$ cat src/rtl/card_cursor_select.sv
// ============================================================================
// card_cursor_select : button-driven cursor on the 4x4 card grid, with a board
// shadow and a fixed-width Select pulse for face-down cards only.
// Revision: 1.0
// ============================================================================
`default_nettype none

module card_cursor_select #(
  parameter int unsigned SEL_PULSE   = 4,
  parameter logic [5:0]  SHADOW_INIT = 6'b010000
) (
  input  logic       Clk,
  input  logic       Reset,
  input  logic       BtnU,
  input  logic       BtnD,
  input  logic       BtnL,
  input  logic       BtnR,
  input  logic       BtnC,
  input  logic       WriteEnable,
  input  logic [5:0] dataIn,
  input  logic [3:0] dataLoc,
  output logic [3:0] CardSelectLoc,
  output logic [5:0] CardSelectData,
  output logic       Select,
  output logic       Reject
);

  typedef enum logic [0:0] {
    ST_IDLE  = 1'b0,
    ST_PULSE = 1'b1
  } state_e;

  localparam logic [3:0] C_PULSE_LAST = 4'(SEL_PULSE - 1);
  localparam logic [1:0] C_STAT_DOWN  = 2'b01;
  localparam logic [1:0] C_DIR_U      = 2'd0;
  localparam logic [1:0] C_DIR_D      = 2'd1;
  localparam logic [1:0] C_DIR_L      = 2'd2;
  localparam logic [1:0] C_DIR_R      = 2'd3;

  state_e     state_q, state_d;
  logic [3:0] cnt_q, cnt_d;
  logic [3:0] loc_q, loc_d;
  logic       pend_v_q, pend_v_d;
  logic [1:0] pend_dir_q, pend_dir_d;
  logic [5:0] hold_q, hold_d;
  logic       reject_q, reject_d;
  logic [4:0] btn_q;
  logic [5:0] shadow_q [16];

  logic [4:0] w_lvl;
  logic [4:0] w_ev;
  logic       w_mv_v;
  logic [1:0] w_mv_dir;
  logic [5:0] w_byp;

  function automatic logic [3:0] apply_move(input logic [3:0] loc, input logic [1:0] dir);
    logic [1:0] row;
    logic [1:0] col;
    row = loc[3:2];
    col = loc[1:0];
    case (dir)
      C_DIR_U: row = row - 2'd1;
      C_DIR_D: row = row + 2'd1;
      C_DIR_L: col = col - 2'd1;
      default: col = col + 2'd1;
    endcase
    return {row, col};
  endfunction

  // Bit order {U, D, L, R, C}; rising edge against the single registered sample.
  assign w_lvl = {BtnU, BtnD, BtnL, BtnR, BtnC};
  assign w_ev  = w_lvl & ~btn_q;

  always_comb begin
    w_mv_v   = 1'b1;
    w_mv_dir = C_DIR_R;
    if (w_ev[4])      w_mv_dir = C_DIR_U;
    else if (w_ev[3]) w_mv_dir = C_DIR_D;
    else if (w_ev[2]) w_mv_dir = C_DIR_L;
    else if (w_ev[1]) w_mv_dir = C_DIR_R;
    else              w_mv_v   = 1'b0;
  end

  // Same-cycle board write to the cursor cell takes precedence over the shadow.
  assign w_byp = (WriteEnable && (dataLoc == loc_q)) ? dataIn : shadow_q[loc_q];

  always_comb begin
    state_d    = state_q;
    cnt_d      = cnt_q;
    loc_d      = loc_q;
    pend_v_d   = pend_v_q;
    pend_dir_d = pend_dir_q;
    hold_d     = hold_q;
    reject_d   = 1'b0;
    case (state_q)
      ST_IDLE: begin
        if (w_mv_v) loc_d = apply_move(loc_q, w_mv_dir);
        if (w_ev[0]) begin
          if (w_byp[5:4] == C_STAT_DOWN) begin
            // A move in the launching cycle is deferred so the selected cell stays put.
            state_d    = ST_PULSE;
            cnt_d      = C_PULSE_LAST;
            hold_d     = w_byp;
            loc_d      = loc_q;
            pend_v_d   = w_mv_v;
            pend_dir_d = w_mv_dir;
          end else begin
            reject_d = 1'b1;
          end
        end
      end
      default: begin
        if (w_mv_v) begin
          pend_v_d   = 1'b1;
          pend_dir_d = w_mv_dir;
        end
        if (cnt_q == 4'd0) begin
          state_d  = ST_IDLE;
          pend_v_d = 1'b0;
          if (w_mv_v)        loc_d = apply_move(loc_q, w_mv_dir);
          else if (pend_v_q) loc_d = apply_move(loc_q, pend_dir_q);
        end else begin
          cnt_d = cnt_q - 4'd1;
        end
      end
    endcase
  end

  always_ff @(posedge Clk) begin
    if (Reset) begin
      state_q    <= ST_IDLE;
      cnt_q      <= 4'd0;
      loc_q      <= 4'd0;
      pend_v_q   <= 1'b0;
      pend_dir_q <= 2'd0;
      hold_q     <= SHADOW_INIT;
      reject_q   <= 1'b0;
      btn_q      <= 5'd0;
    end else begin
      state_q    <= state_d;
      cnt_q      <= cnt_d;
      loc_q      <= loc_d;
      pend_v_q   <= pend_v_d;
      pend_dir_q <= pend_dir_d;
      hold_q     <= hold_d;
      reject_q   <= reject_d;
      btn_q      <= w_lvl;
    end
  end

  always_ff @(posedge Clk) begin
    if (Reset) begin
      for (int i = 0; i < 16; i++) shadow_q[i] <= SHADOW_INIT;
    end else if (WriteEnable) begin
      shadow_q[dataLoc] <= dataIn;
    end
  end

  assign Select         = (state_q == ST_PULSE);
  assign Reject         = reject_q;
  assign CardSelectLoc  = loc_q;
  assign CardSelectData = Select ? hold_q : shadow_q[loc_q];

endmodule

`default_nettype wire
$ cat config.mk
export PLATFORM = sky130hd
export DESIGN_NAME = card_cursor_select
export DESIGN_NICKNAME = d
export VERILOG_FILES = /design/src/rtl/card_cursor_select.sv
export SDC_FILE = /design/constraint.sdc
export NUM_CORES = 1
export LEC_CHECK = 0
export BUFFER_PORTS_ARGS = -buffer_cell sky130_fd_sc_hd__buf_2
export CORE_MARGIN = 10
export CORE_UTILIZATION = 30
export DETAILED_ROUTE_END_ITERATION = 10
export GPL_TIMING_DRIVEN = 0
export HOLD_SLACK_MARGIN = 0.1
export SETUP_SLACK_MARGIN = 0.15
export SLEW_MARGIN = 20
export SYNTH_ARGS = -nofsm -noshare
export SYNTH_HDL_FRONTEND = slang
export SYNTH_SLANG_ARGS = --single-unit
$ cat constraint.sdc
create_clock -name Clk -period 6.54 [get_ports Clk]
set_input_delay 0.327 -clock Clk [delete_from_list [all_inputs] [get_ports Clk]]
set_output_delay 0.327 -clock Clk [all_outputs]
set_load 0.02 [all_outputs]
==> summary by stage <==
Status
The run finished with clean final reports.

Yosys
In the synthesized netlist the dominant register cell turns out to be sky130_fd_sc_hd__edfxtp_1. The synthesized design contains 120 register bits. The distinct cell type count of the synthesized netlist is 61. The cell area that synthesis handed to floorplanning was 0.00608 mm². The synthesized design contains 96 enable-type register cells. After synthesis, the largest family of logic cells by area is simple AND/OR/NAND/NOR gates. The share of the Yosys chip area taken by registers is 0.553. Of the total synthesized cell area, the portion taken by AND, OR, NAND and NOR gates is 0.218.

The average instance in the mapped netlist occupies 12.0 µm². Of the total synthesized cell area, the portion taken by XOR and XNOR cells is 0.00864. Counting every instance in the synthesized netlist gives 506. For this run, asynchronously set or reset flops after synthesis account for 0. After synthesis, the share of cell area in mux cells is 0.0923. The compound-cell area share of the yosys netlist is 0.0956. Counting every net in the synthesized netlist gives 525. The Yosys step of the flow raised 0 warnings.

Of the total synthesized cell area, the portion taken by full adders, half adders and majority gates is 0.00206.

Global routing
After global routing the overflow that remains totals 0. Entering global routing, the biggest net connects 17 pins. The number of global-route vias before repair is 4163. The aggregate global-route resource usage is 0.121. The first global-routing pass estimated 24200 µm of wire.

The initial antenna violation count was 1.

STA
The final-report hold violation count is 0. The worst slew margin relative to its limit is 0.316. Setup repair after global routing left no endpoint under its margin.

The maximum clock frequency is 296 MHz. Setup violations remaining at the end of the flow were counted as 0. Clock skew on the completed layout was measured at 0.00895 ns. Setup slack closes at 3.16 ns. For the final routed database, the setup TNS stands at 0 ns. The slew at the pin with the worst max-slew slack is 1.02 ns. The final clock period utilization by the worst path is 0.516. The clock period could shrink to 3.38 ns. The max-slew violation count is 0.

Pwr
The analysis attributes to cell leakage a power of 2.42 nW. The worst ir drop on vdd is 0.193 mV. Power spread over the standard cell area amounts to 365 mW/mm².

Place
Before CTS, the worst setup slack after placement is 3.63 ns. The routability congestion estimate from global placement is 0.856. After legalization and detailed placement, the total HPWL measured 11700 µm.

In this run the tool buffered the top-level ports with 27 buffer cells. The cell count after placement is 803.

Floorplanning
The width of the die is 162 µm. The core region is 0.0201 mm². The number of I/O pins is 30. The initial utilization of the core area, before any placement, comes to 0.303. The number of rows created at floorplan is 52.

The die covers 0.0264 mm². The die outline height is 162 µm.

Clock tree
The number of gates resized after CTS is 0. The tree is rooted in a sky130_fd_sc_hd__clkbuf_16. The clock passes through at most 2 buffers. The total of hold buffers inserted after clock tree synthesis is 0. Buffers inserted during clock tree synthesis total 17. The clock slew seen by the registers of the worst setup and hold paths is 0.06 ns. The clock reaches the later pin of the worst-skew pair after 0.42 ns. The number of setup buffers added after CTS is 0.

The clock net sink count is 120. The clock tree from TritonCTS is yes. The H-tree was split into 4 levels.

Critical path
The cell with the largest stage delay on the worst path is sky130_fd_sc_hd__buf_1. The classification of the worst setup path is reg2out. The cell that appears most often on the critical path is sky130_fd_sc_hd__buf_2. The required time of the critical path is 6.21 ns. The delay contributed by the slowest stage of the critical path is 0.54 ns. Data arrives at the worst endpoint at 3.05 ns. The critical path startpoint category is a flip-flop.

The signal on the critical path passes through buf_6 > buf_2 > buf_1 > mux4_2 > a221oi_1 > o21ai_0 > buf_2. STA classifies the critical path endpoint as an output port. In this run the worst path has a maximum fanout of 10.

Layout
The finished layout holds 835 standard cells, fillers aside. Across the whole layout, storage elements account for 0.00336 mm². The net count reported at finish is 571.

The fraction of the core area covered by cells at the end of the flow is 0.355. 0 antenna diodes ended up in the layout. Of the cells placed in the final design, the portion with a size suffix greater than 1 is 0.189. The signed area change from the synthesized netlist to the final layout is 17.5%. The multi-input combinational cells in the finished layout cover a total of 0.00253 mm². Counting the fill cells in the layout gives 1932.

Detailed routing
The first routing iteration left 329 violations. The first detailed-routing pass took 5 iterations. In this run the remaining antenna-violating nets after routing total 0. Wires add up to 15800 µm. The wire length per cell after detailed routing is 18.9 µm.

The ratio of routed vias to standard cells is 5.03. The residual DRC count is 0. The number of vias after detailed routing is 4197.

Hold path
The min-delay analysis places its worst path in the category in2reg.

Job
Max-cap violations in this run came to 0.
[placed cells by master, fill, tap and decap left out, drive strengths merged, types with 2 or more instances in the layout]
cell,instances
edfxtp,96
and2,85
buf,40
clkbuf,38
nor2,29
o21ai,26
dfxtp,24
nand2,22
mux4,21
nor2b,20
or3,17
nand2b,15
a21oi,15
nor3,13
inv,12
a31oi,7
and3,5
or2,5
mux2i,4
a22o,4
a221oi,4
xor2,4
a211oi,4
o211ai,4
mux2,4
nor4,4
o31a,3
nand4,3
nor3b,3
o21a,3
clkinvlp,3
xnor2,2
nand4b,2
a311oi,2
o32ai,2
bufinv,2
clkinv,2
[metal layers]
layer | wire, µm | GRT usage | up-vias
met2 | 7900 | 0.205 | 138
li1 | - | - | 1969
met5 | 0 | 0 | -
met4 | 289 | 0.0476 | 0
met1 | 6760 | 0.146 | 2075
met3 | 857 | 0.0283 | 15
[worst paths after layout]
| check | end | slack [ns] | from | cells after the start |
|---|---|---|---|---|
| worst max-delay path | CardSelectData[3] | 3.16 | CardSelectLoc[1]$_SDFFE_PP0P_ | 7 |
| worst min-delay path | btn_q[2]$_SDFF_PP0_ | 0.14 | BtnL | 2 |
| worst max register to register | hold_q[3]$_SDFFE_PP0P_ | 3.80 | CardSelectLoc[1]$_SDFFE_PP0P_ | 8 |
| worst min register to register | hold_q[4]$_SDFFE_PP1P_ | 0.45 | hold_q[4]$_SDFFE_PP1P_ | 1 |
[synthesized netlist by cell type (4+ instances only)]
cell type	instances	area (µm²)
sky130_fd_sc_hd__mux4_2	21	473
sky130_fd_sc_hd__a21oi_1	15	75.1
sky130_fd_sc_hd__edfxtp_1	96	2880
sky130_fd_sc_hd__nand2_1	21	78.8
sky130_fd_sc_hd__a22o_1	4	35.0
sky130_fd_sc_hd__o211ai_1	4	30.0
sky130_fd_sc_hd__buf_6	4	45.0
sky130_fd_sc_hd__a31oi_1	6	37.5
sky130_fd_sc_hd__nand2b_1	15	93.8
sky130_fd_sc_hd__dfxtp_1	24	480
sky130_fd_sc_hd__nor2b_1	20	125
sky130_fd_sc_hd__buf_2	5	25.0
sky130_fd_sc_hd__nor2_1	29	109
sky130_fd_sc_hd__xor2_1	4	35.0
sky130_fd_sc_hd__clkbuf_1	21	78.8
sky130_fd_sc_hd__mux2i_1	4	40.0
sky130_fd_sc_hd__a211oi_1	4	30.0
sky130_fd_sc_hd__nor3_1	11	55.1
sky130_fd_sc_hd__or2_2	4	25.0
sky130_fd_sc_hd__and2_1	85	532
sky130_fd_sc_hd__o21ai_0	25	125
sky130_fd_sc_hd__or3_1	17	106
sky130_fd_sc_hd__a221oi_1	4	35.0
sky130_fd_sc_hd__inv_1	4	15.0
sky130_fd_sc_hd__and3_1	4	25.0
[where the power goes]
group	switching, mW	internal [mW]	total, mW
clock network	0.369	0.569	0.938
registers	0.0389	0.890	0.929
logic	0.444	0.301	0.745
total	0.853	1.76	2.61
[logic make-up after synthesis]
family	count (synthesis)
xor+xnor	6
simple gates	227
buf+inv	38
flops	120
compound gates	85
fa+ha+maj	1
mux	29
[state kept, by name, summed over array words and instances (netlist names)]
register	count
Reject	1
hold_q	6
cnt_q	4
pend_v_q	1
CardSelectLoc	4
shadow_q	96
Select	1
btn_q	5
pend_dir_q	2
[final cells by class]
type / count / area share
plain buffers: 34 / 0.0240
clock buffers: 17 / 0.0595
well taps: 270 / 0.0473
inverters: 4 / 0.00210
flip-flops and latches: 120 / 0.471
clock inverters: 15 / 0.0229
repair buffers: 27 / 0.0189
multi-input cells: 348 / 0.355
[stage by stage]
stage / cell area [µm²] / hold WS (ns) / total power [mW]
2_1_floorplan: 6080 / 0.406 / 1.47
3_3_place_gp: 6560 / 0.422 / 1.67
3_5_place_dp: 6560 / 0.435 / 1.69
4_1_cts: 7150 / 0.121 / 2.62
5_1_grt: 7150 / 0.156 / 2.73
6_report: 7150 / 0.141 / 2.61
[critical path, delay by kind of cell (launching register included)]
family | cells | cell delay [ns]
mux | 1 | 0.43
buf+inv | 4 | 1.21
compound gates | 2 | 0.58
flops | 1 | 0.41
(Power assumes the default switching activity.)
